`src/rtl/cpuclk_gen_m.sv`:
```
// CPU clock generator on hsclk: follows synchronised BBC phi0 in LS mode, divides hsclk in HS mode,
// and changes mode only at phase boundaries so clkout never produces a runt pulse.
module cpuclk_gen_m #(
    parameter int SYNC_STAGES = 2,
    parameter int CNT_W       = 2
) (
    input  logic       hsclk,
    input  logic       resetb,
    input  logic       lsclk_in,
    input  logic       hsclk_sel,
    input  logic [1:0] hsclk_div_sel,
    output logic       clkout,
    output logic       hs_active,
    output logic       cycle_end
);

    typedef enum logic [1:0] {
        ST_LS,
        ST_HS,
        ST_HS2LS
    } state_t;

    state_t                 state;
    state_t                 state_nxt;
    logic [SYNC_STAGES-1:0] sync;
    logic                   ls_s;
    logic                   ls_d;
    logic                   ls_rise;
    logic                   ls_fall;
    logic [CNT_W-1:0]       cnt;
    logic [CNT_W-1:0]       cnt_nxt;
    logic [CNT_W-1:0]       half_m1;
    logic                   clk_nxt;

    assign ls_s    = sync[SYNC_STAGES-1];
    assign ls_rise = ls_s & ~ls_d;
    assign ls_fall = ~ls_s & ls_d;
    // Reload value is the programmed half-period minus one.
    assign half_m1 = CNT_W'(hsclk_div_sel);

    // NOTE: state flops use non-blocking assignments so every flop samples pre-edge values.
    always_ff @(posedge hsclk) begin
        if (!resetb) begin
            sync      <= '0;
            ls_d      <= 1'b0;
            state     <= ST_HS2LS;
            cnt       <= '0;
            clkout    <= 1'b0;
            hs_active <= 1'b0;
            cycle_end <= 1'b0;
        end else begin
            sync      <= {sync[SYNC_STAGES-2:0], lsclk_in};
            ls_d      <= ls_s;
            state     <= state_nxt;
            cnt       <= cnt_nxt;
            clkout    <= clk_nxt;
            hs_active <= (state_nxt == ST_HS);
            cycle_end <= clkout & ~clk_nxt;
        end
    end

    // NOTE: every output of this block gets a default first, so no latch can be inferred.
    always_comb begin
        state_nxt = state;
        cnt_nxt   = cnt;
        clk_nxt   = clkout;
        unique case (state)
            ST_LS: begin
                clk_nxt = ls_s;
                if (ls_fall && hsclk_sel) begin
                    clk_nxt   = 1'b0;
                    cnt_nxt   = half_m1;
                    state_nxt = ST_HS;
                end
            end
            ST_HS: begin
                if (cnt != '0) begin
                    cnt_nxt = cnt - CNT_W'(1);
                end else begin
                    cnt_nxt = half_m1;
                    // Leave HS only as a full high phase ends, never mid-phase.
                    if (clkout && !hsclk_sel) begin
                        clk_nxt   = 1'b0;
                        state_nxt = ST_HS2LS;
                    end else begin
                        clk_nxt = ~clkout;
                    end
                end
            end
            ST_HS2LS: begin
                clk_nxt = 1'b0;
                if (ls_rise) begin
                    clk_nxt   = 1'b1;
                    state_nxt = ST_LS;
                end
            end
            default: begin
                clk_nxt   = 1'b0;
                state_nxt = ST_HS2LS;
            end
        endcase
    end

endmodule
```
`config.mk`:
```
export PLATFORM = sky130hd
export DESIGN_NAME = cpuclk_gen_m
export DESIGN_NICKNAME = d
export VERILOG_FILES = /design/src/rtl/cpuclk_gen_m.sv
export SDC_FILE = /design/constraint.sdc
export NUM_CORES = 1
export LEC_CHECK = 0
export ABC_AREA = 1
export BUFFER_PORTS_ARGS = -buffer_cell sky130_fd_sc_hd__buf_2
export CAP_MARGIN = 20
export CORE_AREA = 2 2 39 41
export CTS_BUF_LIST = sky130_fd_sc_hd__clkbuf_4
export DETAILED_ROUTE_END_ITERATION = 12
export DIE_AREA = 0 0 41 43
export PLACE_DENSITY_LB_ADDON = 0.25
export REMOVE_ABC_BUFFERS = 1
export SYNTH_ARGS = -nofsm -noshare
export SYNTH_HDL_FRONTEND = slang
export SYNTH_SLANG_ARGS = --single-unit
```
`constraint.sdc`:
```
create_clock -name hsclk -period 1.3 [get_ports hsclk]
set_input_delay 0.26 -clock hsclk [delete_from_list [all_inputs] [get_ports hsclk]]
set_output_delay 0.26 -clock hsclk [all_outputs]
set_load 0.05 [all_outputs]
```
* Word-level counts from Yosys, hierarchy flattened
Index checks and enable logic that the tools add are counted.
** Word-level totals
- Register bits :: 10
- Output and inout port bits :: 3
- Word-level logic and storage cells :: 39
- Input port bits :: 6
** Cells by class
- Equal/unequal tests :: 4
- Reduce and logical (&&, ||, !) cells :: 7
- Multiplexer cells :: 13
- Add/subtract/negate cells :: 1
- Bitwise operators :: 7
** Operators by type and width (number)
- $mux 2 :: 6
- $pmux 2 s3 :: 1
- $eq 2x1->1 const B :: 2
- $mux 1 :: 4
- $not 1->1 :: 4
- $pmux 2 s2 :: 1
- $reduce_bool 2->1 :: 2
- $and 1x1->1 :: 3
- $pmux 1 s3 :: 1
- $eq 2x2->1 const B :: 1
- $logic_and 1x1->1 :: 2
- $logic_not 2->1 :: 1
- $ne 2x2->1 const B :: 1
- $reduce_and 2->1 :: 1
- $sub 2x1->2 const B :: 1
- $logic_not 1->1 :: 1

* Depth between registers and ports, before layout
Gate-level depths: netlist (run 1).
- Depth after elaboration :: 7
- Gate-level depth with buffers :: 8
- Gate-level depth less buffers :: 8

* Worst setup path before layout (run 1)
OpenSTA, ideal clock, no wires.
- Path kind :: flip-flop to flip-flop
- Start point :: register clkout
- End point :: register cycle_end
- Cell stages (with the launch flop) :: 5
- Setup time :: 0.114 ns
- Data required time :: 1.186 ns
- Setup slack :: 0.155 ns
- Clock period less this slack :: 1.145 ns
- Data arrival time :: 1.031 ns
- Buffers on the path :: 0
- Cells stage by stage :: dfxtp_1 > o21bai_1 > nand3_1 > nand3_1 > nor2_1
** On the way
- Cells in the longest elaborated chain, start to end :: 6
- Elaborated cells between the ends (all ways) :: 7
- Those cells by class :: mux: 3; bitwise: 3; reduce/logical: 1
** Ends and longest elaborated chain
- start: declaration :: line 12 : output logic clkout,
- start signal: assignment :: line 56 : clkout <= clk_nxt;
- $logic_and 1x1->1 / $not 1->1 (equally long branches) :: line 82, 86
- $mux 1 :: line 82 : if (clkout && !hsclk_sel) begin
- $mux 1 :: line 77 : if (cnt != '0) begin
- $pmux 1 s3 :: line 67 : unique case (state)
- $not 1->1 :: line 58 : cycle_end <= clkout & ~clk_nxt;
- $and 1x1->1 (*) :: line 58
- end signal: assignment :: line 58
- end: declaration :: line 14 : output logic cycle_end
Mark *: on every way between the ends. The rest lies on a longest branch, timed or not.
A chain may end at the register's enable or synchronous reset.

* Final worst setup path (run 1)
- Start point :: register clkout
- End point :: output clkout
No word-level cell between the ends.

==> results of run 1 <==
==> worst min-delay path by stage <==
| stage | start | end | cells past startpoint |
|---|---|---|---|
| 5_1_grt | lsclk_in | sync[0]$_SDFF_PN0_ | 3 |
| 2_1_floorplan | resetb | sync[0]$_SDFF_PN0_ | 2 |
| 3_5_place_dp | sync[0]$_SDFF_PN0_ | sync[1]$_SDFF_PN0_ | 2 |
| 4_1_cts | lsclk_in | sync[0]$_SDFF_PN0_ | 3 |
| 6_report | lsclk_in | sync[0]$_SDFF_PN0_ | 3 |
| 3_3_place_gp | sync[0]$_SDFF_PN0_ | sync[1]$_SDFF_PN0_ | 2 |
==> sequential cells by signal (all words and copies together), names as in the netlist <==
register,count
hs_active,1
clkout,1
cycle_end,1
cnt,2
sync,2
state,2
ls_d,1
==> layout by cell type, fill, tap and decap left out <==
cell      count
nand2_1      12
dfxtp_1      10
buf_2         8
inv_1         7
nand3_1       5
nor2_1        4
inv_2         3
clkbuf_4      3
nand2_4       2
nor2_2        2
o21ai_0       2
a21oi_1       2
and2_1        2
clkinv_1      1
nor2_4        1
a31oi_1       1
o21bai_1      1
a21o_1        1
==> stage by stage <==
step	setup slack, ps	instances	power [W]	instance area [um2]	util
5_1_grt	51.9	83	0.000595	509	0.368
3_5_place_dp	306	80	0.000366	487	0.352
3_3_place_gp	298	80	0.000366	487	0.352
6_report	110	83	0.000554	509	0.368
4_1_cts	97.7	83	0.000568	509	0.368
2_1_floorplan	155	56	0.000351	427	-
==> cell usage after synthesis <==
cell	n	area share
a31oi_1	1	0.015
a21o_1	1	0.018
and2_1	2	0.029
dfxtp_1	10	0.47
o21bai_1	1	0.018
inv_1	7	0.062
a21oi_1	2	0.023
inv_2	3	0.026
nand2_1	12	0.11
nand2_4	2	0.053
nor2_2	2	0.029
nand3_1	5	0.059
nor2_1	4	0.035
clkinv_1	1	0.0088
nor2_4	1	0.026
o21ai_0	2	0.023
==> cell type report <==
cell class              instances  area share
inverters                      11      0.0811
repair buffers                  8      0.0786
clock buffers                   3      0.0442
well taps                      16      0.0393
flip-flops and latches         10       0.393
multi-input cells              35       0.364
==> routing by layer <==
metal / GRT usage / wire (um) / vias to the layer above
met5: 0 / 0 / -
met4: 0.0600 / 9 / 0
met3: 0.0942 / 54 / 2
met2: 0.178 / 374 / 12
met1: 0.121 / 297 / 166
li1: - / - / 196
==> power by group <==
| group | switching [W] | internal, W | leakage (nW) |
|---|---|---|---|
| combinational | 0.0000235 | 0.0000157 | 0.158 |
| sequential | 0.00000597 | 0.000314 | 0.0813 |
| clock | 0.0000896 | 0.000106 | 0.0138 |
| total | 0.000119 | 0.000435 | 0.253 |
==> cell families after synthesis <==
| logic type | after synthesis |
|---|---|
| simple gates | 28 |
| buf+inv | 11 |
| flops | 10 |
| compound gates | 7 |
==> results.sh, run 1 <==
export IMPL_critPathBufInv=1
export IMPL_path_depth=1
export IMPL_cellLeakagePower_nw=0.253
export IMPL_cts_sinks=10
export IMPL_overflow=0
export IMPL_avgSynthCellArea_um2=7.62
export IMPL_cap_violations=0
export IMPL_clock_path_buffers=2
export IMPL_powerDensity_nw_per_um2=1090
export IMPL_antenna_cells=0
export IMPL_max_slew_worst_pin_slew_ps=247
export IMPL_die_w_um=41
export IMPL_core_rowCount=14
export IMPL_setup_viol=0
export IMPL_io_pins=9
export IMPL_hold_class="in -> reg"
export IMPL_end_kind="output pin"
export IMPL_drv_slew=0
export IMPL_finalWeightedCongestion=0.857
export IMPL_syn_to_final_growth_pct=19.4
export IMPL_postCtsSetupRepairBufs=0
export IMPL_status="complete, no violations"
export IMPL_slowest_stage="dfxtp_1"
export IMPL_yosys_warnings=0
export IMPL_final_fill_count=152
export IMPL_first_pass_iters=5
export IMPL_root_buffer="clkbuf_4"
export IMPL_ant_nets=0
export IMPL_clkTransAtPathRegs_ps=60
export IMPL_clock_skew_ps=1.23
export IMPL_cts_htree_levels=1
export IMPL_critPathArrivalTime_ps=930
export IMPL_crit_chain="buf_2"
export IMPL_reg2reg_slack_ps=300
export IMPL_worstSetupStartpointType="flip-flop"
export IMPL_ir_worst_vdd_mv=0.831
export IMPL_fin_nets=75
export IMPL_fmax_mhz=840
export IMPL_wl_um=736
export IMPL_crit_path_start="clkout$_SDFF_PN0_"
export IMPL_reg2reg_from="state[0]$_SDFF_PN0_"
export IMPL_cpPeakStageDelay_ps=390
export IMPL_synth_seq_cells=10
export IMPL_track_usage=0.122
export IMPL_seq_area_um2=200
export IMPL_grt_pass1_vias=343
export IMPL_cp_endpoint="clkout"
export IMPL_critPathKind="reg -> out"
export IMPL_rsz0062_at_grt="false"
export IMPL_critPathTopFamily="flip-flops"
export IMPL_cts_tree="yes"
export IMPL_die_area_um2=1760
export IMPL_seq_area_frac_synth=0.469
export IMPL_multi_input_area_um2=185
export IMPL_routedWlPerCell_um=8.87
export IMPL_antenna_found_initial=0
export IMPL_hold_buffers=0
export IMPL_period_needed_ps=1190
export IMPL_viasPerCell=4.53
export IMPL_route_detailed_drc=0
export IMPL_die_h_um=43
export IMPL_cts_resized=0
export IMPL_synth_xor_area_frac=0
export IMPL_synth_cell_area_um2=427
export IMPL_worst_hold_slack_ps=184
export IMPL_critPathMaxFanout=5
export IMPL_initialDrtViolationCount=9
export IMPL_grt_max_degree=6
export IMPL_syn_inst=56
export IMPL_r2r_end="cnt[1]$_SDFFE_PN0P_"
export IMPL_worstPathRequired_ps=1040
export IMPL_grt_pass1_wl_mm=1.33
export IMPL_synth_fa_ha_area_frac=0
export IMPL_synth_compound_area_frac=0.0968
export IMPL_dp_hpwl_um=585
export IMPL_cts_made_buffers=3
export IMPL_io_buffers=8
export IMPL_core_area_um2=1380
export IMPL_synth_top_family_by_area="simple AND/OR/NAND/NOR gates"
export IMPL_min_period_over_period=0.915
export IMPL_synth_cell_types=16
export IMPL_clk_latency_ps=250
export IMPL_reg2regPathDepth=7
export IMPL_relSlewSlack=0.836
export IMPL_vias=376
export IMPL_yosys_area_share_simple=0.337
export IMPL_initial_core_util=0.308
export IMPL_muxShareOfSynthArea=0
export IMPL_final_hold_violation_count=0
export IMPL_final_layout_size_suffix_gt1_frac=0.284
export IMPL_timing_setup_tns_ps=0
Note: power is estimated with default switching activity, not from simulation.
==> run 2: changes to the inputs <==
==> constraint.sdc (replaced) <==
create_clock -name hsclk -period 1.3 [get_ports hsclk]
set_input_delay 0.065 -clock hsclk [delete_from_list [all_inputs] [get_ports hsclk]]
set_output_delay 0.065 -clock hsclk [all_outputs]
set_load 0.05 [all_outputs]
==> run 2 against run 1 <==
Against the previous run: clock skew is essentially flat; combinational power rose by 9.0%; critical path depth did not move.
==> results.sh, run 2 (synthesis results as in run 1) <==
export IMPL_fmax_mhz=1000
export IMPL_critPathMaxFanout=5
export IMPL_grt_pass1_wl_mm=1.29
export IMPL_cts_resized=0
export IMPL_wl_um=733
export IMPL_end_kind="output pin"
export IMPL_postCtsSetupRepairBufs=0
export IMPL_min_path_cells=3
export IMPL_final_fill_count=152
export IMPL_initialDrtViolationCount=7
export IMPL_die_h_um=43
export IMPL_clock_path_buffers=2
export IMPL_syn_to_final_growth_pct=22.6
export IMPL_clk_latency_ps=260
export IMPL_reg2reg_slack_ps=310
export IMPL_overflow=0
export IMPL_core_area_um2=1380
export IMPL_final_layout_size_suffix_gt1_frac=0.275
export IMPL_worstSetupStartpointType="flip-flop"
export IMPL_holdPathEnd="sync[0]$_SDFF_PN0_"
export IMPL_cap_violations=0
export IMPL_root_buffer="clkbuf_4"
export IMPL_slowest_stage="dfxtp_1"
export IMPL_finalWeightedCongestion=0.772
export IMPL_timing_setup_tns_ps=0
export IMPL_core_rowCount=14
export IMPL_min_period_over_period=0.767
export IMPL_final_cell_mix="nand2_1 (12), dfxtp_1 (10), buf_2 (8), inv_1 (7), nand3_1 (5)"
export IMPL_track_usage=0.115
export IMPL_rsz0062_at_grt="false"
export IMPL_setup_viol=0
export IMPL_max_slew_worst_pin_slew_ps=248
export IMPL_power_w=0.000575
export IMPL_r2r_end="cnt[1]$_SDFFE_PN0P_"
export IMPL_reg2regPathDepth=7
export IMPL_initial_core_util=0.308
export IMPL_worstPathRequired_ps=1240
export IMPL_cts_htree_levels=1
export IMPL_first_pass_iters=3
export IMPL_grt_pass1_vias=351
export IMPL_antenna_cells=0
export IMPL_clock_skew_ps=1.14
export IMPL_routedWlPerCell_um=8.62
export IMPL_status="complete, no violations"
export IMPL_dp_hpwl_um=582
export IMPL_clkTransAtPathRegs_ps=60
export IMPL_cts_made_buffers=3
export IMPL_reg_largest_list="cnt: 2 flops, state: 2 flops, sync: 2 flops"
export IMPL_crit_chain="buf_2"
export IMPL_die_area_um2=1760
export IMPL_grt_max_degree=7
export IMPL_cts_sinks=10
export IMPL_viasPerCell=4.19
export IMPL_antenna_found_initial=0
export IMPL_critPathBufInv=1
export IMPL_powerDensity_nw_per_um2=1100
export IMPL_cts_tree="yes"
export IMPL_die_w_um=41
export IMPL_vias=356
export IMPL_io_buffers=8
export IMPL_relSlewSlack=0.836
export IMPL_final_hold_violation_count=0
export IMPL_route_detailed_drc=0
export IMPL_io_pins=9
export IMPL_critPathArrivalTime_ps=930
export IMPL_drv_slew=0
export IMPL_layout_commonest_cell="nand2_1"
export IMPL_cellLeakagePower_nw=0.259
export IMPL_hold_class="in -> reg"
export IMPL_period_needed_ps=998
export IMPL_reg2reg_from="state[0]$_SDFF_PN0_"
export IMPL_ant_nets=0
export IMPL_hold_buffers=1
export IMPL_min_from="resetb"
export IMPL_ir_worst_vdd_mv=0.552
export IMPL_cpPeakStageDelay_ps=380
export IMPL_fin_nets=76
export IMPL_critPathTopFamily="flip-flops"
export IMPL_critPathKind="reg -> out"
run 2: changes by cell type in the layout (fill, tap and decap cells not counted), sizes merged:
cell / delta
clkinv: +1
dlygate4sd3: +1
run 2: worst max path at each step:
| stage | startpoint | end | slack [ps] | cells past startpoint |
|---|---|---|---|---|
| after floorplan | clkout$_SDFF_PN0_ | cycle_end$_SDFF_PN0_ | 150 | 4 |
| after global placement | state[0]$_SDFF_PN0_ | cnt[1]$_SDFFE_PN0P_ | 310 | 7 |
| after detailed placement | state[0]$_SDFF_PN0_ | cnt[1]$_SDFFE_PN0P_ | 320 | 7 |
| after CTS | clkout$_SDFF_PN0_ | clkout | 290 | 1 |
| after global routing | clkout$_SDFF_PN0_ | clkout | 220 | 1 |
| final | clkout$_SDFF_PN0_ | clkout | 300 | 1 |
run 2: power breakdown:
part / internal, W / switching, W / total [W]
combinational: 0.0000176 / 0.0000249 / 0.0000426
clock: 0.000111 / 0.000103 / 0.000214
sequential: 0.000313 / 0.00000538 / 0.000319
total: 0.000442 / 0.000133 / 0.000575
run 2: final cells by class:
| class | instances | area (um2) | share of cell area |
|---|---|---|---|
| tap | 16 | 20.0 | 0.0383 |
| inverter | 11 | 41.3 | 0.0789 |
| clock inverter | 1 | 3.75 | 0.00718 |
| clock buffer | 3 | 22.5 | 0.0431 |
| timing repair buffer | 9 | 50.0 | 0.0957 |
| multi-input combinational | 35 | 185 | 0.354 |
| sequential | 10 | 200 | 0.383 |
run 2: tightest hold or removal path: cells and delay by family:
| family | cells | cell delay [ps] |
|---|---|---|
| buf+inv | 2 | 160 |
| simple gates | 1 | 50 |
run 2: layer usage:
layer / share of wire / GRT usage
met1: 0.48 / 0.121
met2: 0.47 / 0.166
met3: 0.056 / 0.0785
met4: 0 / 0.0600
met5: 0 / 0
run 2: metrics by stage:
step | area [um2] | hold slack [ps] | util | setup WS, ps | cells
after floorplan | 427 | 158 | - | 155 | 56
after global placement | 487 | 253 | 0.352 | 314 | 80
after detailed placement | 487 | 252 | 0.352 | 318 | 80
after CTS | 523 | 34.8 | 0.378 | 286 | 85
after global routing | 523 | 56.8 | 0.378 | 223 | 85
final | 523 | 42.8 | 0.378 | 302 | 85
